`src/rtl/ct_mux_arb.sv`:
```
// Round-robin packet arbiter driving a downstream mux select; grant lands 1 cycle after request.
// The grant is held for the whole packet and released on an eop transfer; the downstream ready is steered back to the owner only.
module ct_mux_arb #(
  parameter int NI   = 4,
  parameter int SELW = $clog2(NI)
) (
  input  logic            clk,
  input  logic            reset,
  input  logic [NI-1:0]   i_valid,
  input  logic [NI-1:0]   i_eop,
  output logic [NI-1:0]   o_ready,
  input  logic            i_ready,
  output logic [NI-1:0]   o_grant,
  output logic [SELW-1:0] o_sel,
  output logic            o_valid,
  output logic            o_eop
);

  typedef enum logic {
    S_IDLE   = 1'b0,
    S_LOCKED = 1'b1
  } state_t;

  state_t          r_state;
  state_t          w_next_state;
  logic [NI-1:0]   r_grant;
  logic [NI-1:0]   w_next_grant;
  logic [SELW-1:0] r_sel;
  logic [SELW-1:0] w_next_sel;
  logic [SELW-1:0] r_ptr;
  logic [SELW-1:0] w_next_ptr;

  logic            w_found;
  logic [SELW-1:0] w_win;
  logic [SELW-1:0] w_cand;
  logic [NI-1:0]   w_win_oh;
  logic            w_locked;
  logic            w_xfer;

  // Search starts just past the last winner so every requester gets its turn.
  always_comb begin
    w_found = 1'b0;
    w_win   = r_ptr;
    w_cand  = '0;
    for (int k = 1; k <= NI; k++) begin
      w_cand = SELW'((int'(r_ptr) + k) % NI);
      if (!w_found && i_valid[w_cand]) begin
        w_found = 1'b1;
        w_win   = w_cand;
      end
    end
  end

  always_comb begin
    w_win_oh        = '0;
    w_win_oh[w_win] = 1'b1;
  end

  assign w_locked = (r_state == S_LOCKED);
  assign o_valid  = w_locked & i_valid[r_sel];
  assign o_eop    = w_locked & i_eop[r_sel];
  assign w_xfer   = o_valid & i_ready;
  assign o_grant  = r_grant;
  assign o_sel    = r_sel;

  always_comb begin
    o_ready = '0;
    if (w_locked) begin
      o_ready[r_sel] = i_ready;
    end
  end

  always_comb begin
    w_next_state = r_state;
    w_next_grant = r_grant;
    w_next_sel   = r_sel;
    w_next_ptr   = r_ptr;
    case (r_state)
      S_IDLE: begin
        if (w_found) begin
          w_next_state = S_LOCKED;
          w_next_grant = w_win_oh;
          w_next_sel   = w_win;
          w_next_ptr   = w_win;
        end
      end
      S_LOCKED: begin
        // o_sel is left alone on release; only the grant drops.
        if (w_xfer && o_eop) begin
          w_next_state = S_IDLE;
          w_next_grant = '0;
        end
      end
      default: begin
        w_next_state = S_IDLE;
        w_next_grant = '0;
      end
    endcase
  end

  always_ff @(posedge clk) begin
    if (reset) begin
      r_state <= S_IDLE;
      r_grant <= '0;
      r_sel   <= '0;
      r_ptr   <= SELW'(NI - 1);
    end else begin
      r_state <= w_next_state;
      r_grant <= w_next_grant;
      r_sel   <= w_next_sel;
      r_ptr   <= w_next_ptr;
    end
  end

endmodule

```
`config.mk`:
```
export PLATFORM = sky130hd
export DESIGN_NAME = ct_mux_arb
export DESIGN_NICKNAME = d
export VERILOG_FILES = /design/src/rtl/ct_mux_arb.sv
export SDC_FILE = /design/constraint.sdc
export NUM_CORES = 1
export LEC_CHECK = 0
export CAP_MARGIN = 20
export CORE_AREA = 2 2 39 41
export DETAILED_ROUTE_END_ITERATION = 10
export DIE_AREA = 0 0 41 43
export GPL_TIMING_DRIVEN = 0
export PLACE_DENSITY = 0.77
export SLEW_MARGIN = 20
export SYNTH_ARGS = -nofsm -noshare
export SYNTH_HDL_FRONTEND = slang
export SYNTH_SLANG_ARGS = --single-unit
```
`constraint.sdc`:
```
create_clock -name clk -period 2.4 [get_ports clk]
set_clock_uncertainty 0.2 [all_clocks]
set_input_delay 0.36 -clock clk [delete_from_list [all_inputs] [get_ports clk]]
set_output_delay 0.36 -clock clk [all_outputs]
set_load 0.1 [all_outputs]
```
Word level (Yosys, flattened, before mapping)
Index checks and enable logic that the tools add are counted.
Word-level totals
  output and inout bits: 12
  bits in registers: 9
  input port bits: 11
Operators by class
  add/subtract/negate cells: 4
  bitwise logic cells: 5
  reductions and logical operators: 11
  magnitude comparators: 8
  multiplexer cells: 31
  equality and inequality tests: 2
Operators with widths (count)
  $lt A2 B3 Y1 const B: 6
  $mux W1: 14
  $bmux W1 S2: 6
  $mux W4: 3
  $mux W2: 4
  $pmux W4 S2: 1
  $logic_and A1 B1 Y1: 6
  $add A2 B1 Y2 const B: 2
  $add A2 B2 Y2 const B: 2
  $and A4 B4 Y4: 1
  $demux W1 S2: 2
  $ge A2 B1 Y1 const B: 2
  $reduce_and A2 Y1: 2
  $and A1 B1 Y1: 3
  $logic_not A1 Y1: 3
  $ne A2 B1 Y1 const B: 1
  $ne A2 B2 Y1 const B: 1
  $pmux W1 S2: 1
  $not A1 Y1: 1

Logic depth before layout (Yosys ltp)
Gate-level depths: netlist of run 1.
  word-level depth: 19
  mapped depth: 5

Worst setup path before layout of run 1
OpenSTA, ideal clock, no wires.
  path kind: register to output
  start point: reg r_sel[0] (netlist: o_sel[0])
  end point: out o_ready[1]
  stages on the path, launching flop included: 3
  buffers on the path: 0
  arrival time: 2.625 ns
  setup slack: -0.785 ns
  required time: 1.840 ns
  cell sequence: dfxtp_1 -> nand3_1 -> nor2_1
On the way
  longest elaborated chain between the ends: 6
RTL lines
  start: declaration: RTL line 28  | logic [SELW-1:0] r_sel;
  start signal: assignment: RTL line 110  | r_sel <= w_next_sel;
  $lt A2 B3 Y1 (not written as such) or $ge A2 B1 Y1 (tied branches): RTL line 69  | o_ready[r_sel] = i_ready;
  $logic_and A1 B1 Y1 (not written as such): RTL line 69
  $mux W1 (not written as such): RTL line 69
  $demux W1 S2 *: RTL line 69
  $and A4 B4 Y4 (no line) *
  $mux W4 *: RTL line 68  | if (w_locked) begin
  end: declaration: RTL line 11  | output logic [NI-1:0] o_ready,
Mark *: on every way between the ends. The rest lies on a longest branch, timed or not.

Worst setup path after layout of run 1
  start point: in i_valid[2]
  end point: out o_valid
On the way
  longest elaborated chain between the ends: 3
RTL lines
  start: declaration: RTL line 9  | input logic [NI-1:0] i_valid,
  $bmux W1 S2: RTL line 60  | assign o_valid = w_locked & i_valid[r_sel];
  $mux W1 (not written as such): RTL line 60
  $and A1 B1 Y1: RTL line 60
  end: declaration: RTL line 15  | output logic o_valid,
No other way between the ends. The select of a mux whose other input is x is not followed.

==> impl_metrics.ini, run 1 <==
[clock_network]
hold_buffers = 0
cts_resized = 27
ctsHtreeMaxLevel = 1
cts.sinks = 9
cts_buffer_depth = 2
path_clk_slew_ps = 60
cts_root_buf = clkbuf_4
numCtsBuffers = 3
clock_latency_ps = 260
post-cts-setup-buffers = 0
cts_tree = built

[global_route]
grt_usage = 0.168
grt_overflow = 0
antenna_found_initial = 0
grt_pass1_wl_mm = 2.03
first_global_vias = 506
grt_start_max_net_pins = 9

[routing]
drtIter0Drc = 7
wl_per_cell_um = 12.8
wl_met1_um = 608
routed-via-count = 543
routed_wirelength_mm = 1.32
vias_per_cell = 5.27
wl_met2_um = 603
firstDrtPassIters = 4
wl_met3_um = 71
maxUsedRoutingLayer = met4
ant_nets = 0
drc = 0

[finish]
n_antenna_cell = 0
area_delta_synth_final_pct = 52.3
fin_cells = 103
stdcell_area_um2 = 827
drive_gt1_frac = 0.299
layout_common_cells = clkdlybuf4s50_1, dfxtp_1, nand2_1, nand2b_1
final_common_cell = clkdlybuf4s50_1
nets = 99

[sta]
hold_viol = 0
tightest_slew_ps = 965
rsz0062_at_grt = no
setup_viol = 0
fin_crit_sh = 0.987
finalMaxSlewViolations = 0
whs_ps = 271
timing.fmax_ghz = 0.422
slew-limit-headroom = 0.354
fin_crit_ps = 2370
totalNegativeSetupSlack_ps = 0

[die]
die_x_um = 41
rows = 14
ios = 23
core_area_um2 = 1380
fp.dieArea_um2 = 1760
die_h_um = 43
start_util = 0.392

[yosys]
synth_nets = 73
synth_warnings = 0
postSynthAreaPerCell_um2 = 8.76
netlist_instances = 62
yosysSeqAreaShare = 0.332
yosysTopAreaCellShare = 0.332
ys_ff_latch = 9
synth_area_um2 = 543
ys_types = 28
synthTopCellsByArea = dfxtp_1, nand2b_1, mux2i_1
synth_top_area_cell = dfxtp_1

[setup_path]
startpoint_type = input pin
cp_max_fo = 4
path_class = input pin to primary output
crit_end = o_valid
cp.required_ps = 1840
crit_arrival_ps = 1810
r2r_cells = 5
rr_startpoint = o_sel[1]
rrSetupSlack_ps = 660
r2r_end = o_grant[0]
crit_start = i_valid[2]
cp-end-kind = primary output

[power]
pwr-share-seq = 0.318
ir_worst_vdd_mv = 0.369
p_leak_nw = 0.307
switchingPower_uw = 250
pwr-share-comb = 0.467
clkPwrFrac = 0.215
netSwitchingFraction = 0.451
p_per_area_nw_per_um2 = 672
internal_power_uw = 305

[place]
dpl_cell_area_um2 = 803
gp_congestion = 0.812
dp_hpwl_mm = 1.03
dpl.cell_count = 99
port_buffers = 21

[flow_run]
maxCapViolCount = 0

[worst_hold_path]
hold_path_class = register to register

[outcome]
status = complete, no violations
==> area by class of cell <==
| class | instances | area, um2 |
|---|---|---|
| fill | 142 | 557 |
| multi-input combinational | 47 | 365 |
| timing repair buffer | 21 | 208 |
| sequential | 9 | 183 |
| clock buffer | 4 | 26.3 |
| tap | 16 | 20.0 |
| buffer | 3 | 13.8 |
| inverter | 3 | 11.3 |
==> sequential cells by signal (all words and copies together) (netlist names) <==
register,cells
r_state,1
o_grant,4
o_sel,2
r_ptr,2
==> metrics by stage <==
stage	setup slack (ps)	util	power, mW
floorplan	131	-	0.379
finish	31.4	0.598	0.556
CTS	26.7	0.598	0.561
global placement	-766	0.580	0.440
global route	7.42	0.598	0.580
detailed placement	-775	0.580	0.444
==> routing by layer <==
layer	track usage	vias to the layer above
li1	-	275
met1	0.217	249
met2	0.256	14
met3	0.0157	5
met4	0.100	0
met5	0	-
==> cells by family after synthesis <==
logic type             share of synthesized area
and+or+nand+nor                            0.277
DFF                                        0.332
muxes                                     0.0968
buffers and inverters                     0.0461
AOI/OAI and AO/OA                          0.249
==> how the worst min path moves through the flow <==
stage,startpoint,end,slack [ps],depth (start not counted)
floorplan,r_state,r_state,320,2
global placement,o_grant[1],o_grant[1],250,1
detailed placement,o_grant[2],o_grant[2],260,1
CTS,o_grant[1],o_grant[1],280,1
global route,o_grant[1],o_grant[1],300,1
finish,o_grant[3],o_grant[3],270,1
==> cell usage after synthesis (all sizes together) <==
cell and n:
or2 1, nor4 1, mux2i 3, o22ai 1, nand3 1, nand3b 2
and3 1, nand2 5, buf 2, a211oi 2, a31oi 1, a21o 1
and2 1, inv 3, a311oi 1, nor2 7, nor3 4, clkbuf 1
mux4 1, a221oi 1, a21oi 4, o2bb2ai 2, nand2b 5, dfxtp 9
a22o 1, a32o 1
==> power by group through the flow <==
stage / Clock [mW] / Combinational, mW / Sequential [mW]
finish: 0.119 / 0.260 / 0.177
global route: 0.128 / 0.272 / 0.180
CTS: 0.123 / 0.261 / 0.177
detailed placement: 0 / 0.264 / 0.180
global placement: 0 / 0.260 / 0.180
floorplan: 0 / 0.133 / 0.246
==> critical path: stages <==
cell	delay, ps
clkdlybuf4s50_1	480
mux4_2	560
and2_2	230
buf_6	180
No activity file was read; power rests on OpenSTA's default activity.
==> run 2, diff against run 1 <==
- RECOVER_POWER: unset -> 50
==> impl_metrics.ini, run 2 (same netlist as run 1, synthesis figures left out) <==
[flow_run]
maxCapViolCount = 0

[power]
clkPwrFrac = 0.215
switchingPower_uw = 249
fin_total_pwr_uw = 554
ir_worst_vdd_mv = 0.368
p_leak_nw = 0.306
pwr-share-seq = 0.319
internal_power_uw = 305
p_per_area_nw_per_um2 = 677
pwr-share-comb = 0.466
netSwitchingFraction = 0.450

[global_route]
antenna_found_initial = 0
first_global_vias = 506
grt_start_max_net_pins = 9
grt_overflow = 0
met2_usage = 0.256
grt_busiest_layer = met2
grt_usage = 0.168
use_met3 = 0.0157
grt_pass1_wl_mm = 2.03
grtUsageMet1 = 0.217

[place]
pre_cts_ws_ps = -775
gp_congestion = 0.812
port_buffers = 21
dpl_cell_area_um2 = 803
dp_hpwl_mm = 1.03

[finish]
n_antenna_cell = 0
nFillCells = 142
layout_common_cells = clkdlybuf4s50_1, dfxtp_1, nand2_1, nand2b_1
largest_reg_flops = 4
drive_gt1_frac = 0.276
stdcell_area_um2 = 818
area_delta_synth_final_pct = 50.7
final_common_cell = clkdlybuf4s50_1
nets = 99

[clock_network]
ctsHtreeMaxLevel = 1
cts_tree = built
hold_buffers = 0
cts.sinks = 9
cts_root_buf = clkbuf_4
path_clk_slew_ps = 60
numCtsBuffers = 3
clock_latency_ps = 260
cts_buffer_depth = 2

[setup_path]
rr_startpoint = o_sel[1]
cp.required_ps = 1840
cp_num_cells = 1
cp_max_fo = 7
rrSetupSlack_ps = 660
critical_path_buf_inv_count = 1
startpoint_type = register
critPathSlowestCell = clkdlybuf4s50_1
cp-end-kind = primary output
r2r_end = o_grant[0]
path_class = register to primary output
crit_chain = clkdlybuf4s50_1
crit_path_max_incr_delay_ps = 1150
r2r_cells = 5
crit_arrival_ps = 1790
cp_top_family = buffers and inverters
crit_end = o_sel[0]
crit_start = o_sel[0]

[outcome]
status = complete, no violations

[sta]
slew-limit-headroom = 0.354
tightest_slew_ps = 965
fin_crit_sh = 0.981
timing.fmax_ghz = 0.425
setup_viol = 0
layout_setup_ws_ps = 46.5
hold_viol = 0
rsz0062_at_grt = no
finalMaxSlewViolations = 0
fin_crit_ps = 2350

[routing]
drtIter0Drc = 7
ant_nets = 0
vias_per_cell = 5.27
routed-via-count = 543
drc = 0
wl_per_cell_um = 12.8
firstDrtPassIters = 4
routed_wirelength_mm = 1.32

[die]
fp.dieArea_um2 = 1760
core_area_um2 = 1380
rows = 14
die_x_um = 41
ios = 23
die_h_um = 43
start_util = 0.392

[worst_hold_path]
hold_path_class = register to register
min_from = o_grant[1]
==> run 2: through the flow <==
step           hold WS [ps]   util  TNS (ps)  std cells
5_1_grt                 299  0.591         0        103
6_report                271  0.591         0        103
4_1_cts                 275  0.598         0        103
2_1_floorplan           319      -         0         62
3_5_place_dp            261  0.580     -3100         99
3_3_place_gp            255  0.580     -3020         99
==> run 2: area by class of cell <==
| class | instances | area [um2] | share of cell area |
|---|---|---|---|
| Buffer | 3 | 13.8 | 0.0168 |
| Clock buffer | 4 | 26.3 | 0.0321 |
| Inverter | 3 | 11.3 | 0.0138 |
| Multi-Input combinational cell | 47 | 357 | 0.436 |
| Sequential cell | 9 | 183 | 0.223 |
| Tap cell | 16 | 20.0 | 0.0245 |
| Timing Repair Buffer | 21 | 208 | 0.254 |
==> run 2: per-layer routing <==
| metal | vias to the layer above | part of all wire |
|---|---|---|
| li1 | 275 | - |
| met3 | 5 | 0.054 |
| met1 | 249 | 0.46 |
| met5 | - | 0 |
| met4 | 0 | 0.024 |
| met2 | 14 | 0.46 |
==> run 2: power groups by stage <==
stage	clock, mW	combinational [mW]	sequential, mW
after floorplan	0	0.133	0.246
after global routing	0.128	0.271	0.179
after global placement	0	0.260	0.180
after detailed placement	0	0.264	0.180
final	0.119	0.258	0.176
after CTS	0.123	0.261	0.177
==> run 2: how the worst min path moves through the flow <==
stage                 endpoint  slack [ps]  depth (start not counted)
finish              o_grant[1]         270                          1
global route        o_grant[1]         300                          1
CTS                 o_grant[1]         280                          1
detailed placement  o_grant[2]         260                          1
global placement    o_grant[1]         250                          1
floorplan              r_state         320                          2
==> run 2: repair_timing <==
item | CTS | global route
endpoints found under the setup margin | 6 | 0
gates resized for setup | 27 | 0
setup buffers | 0 | 0
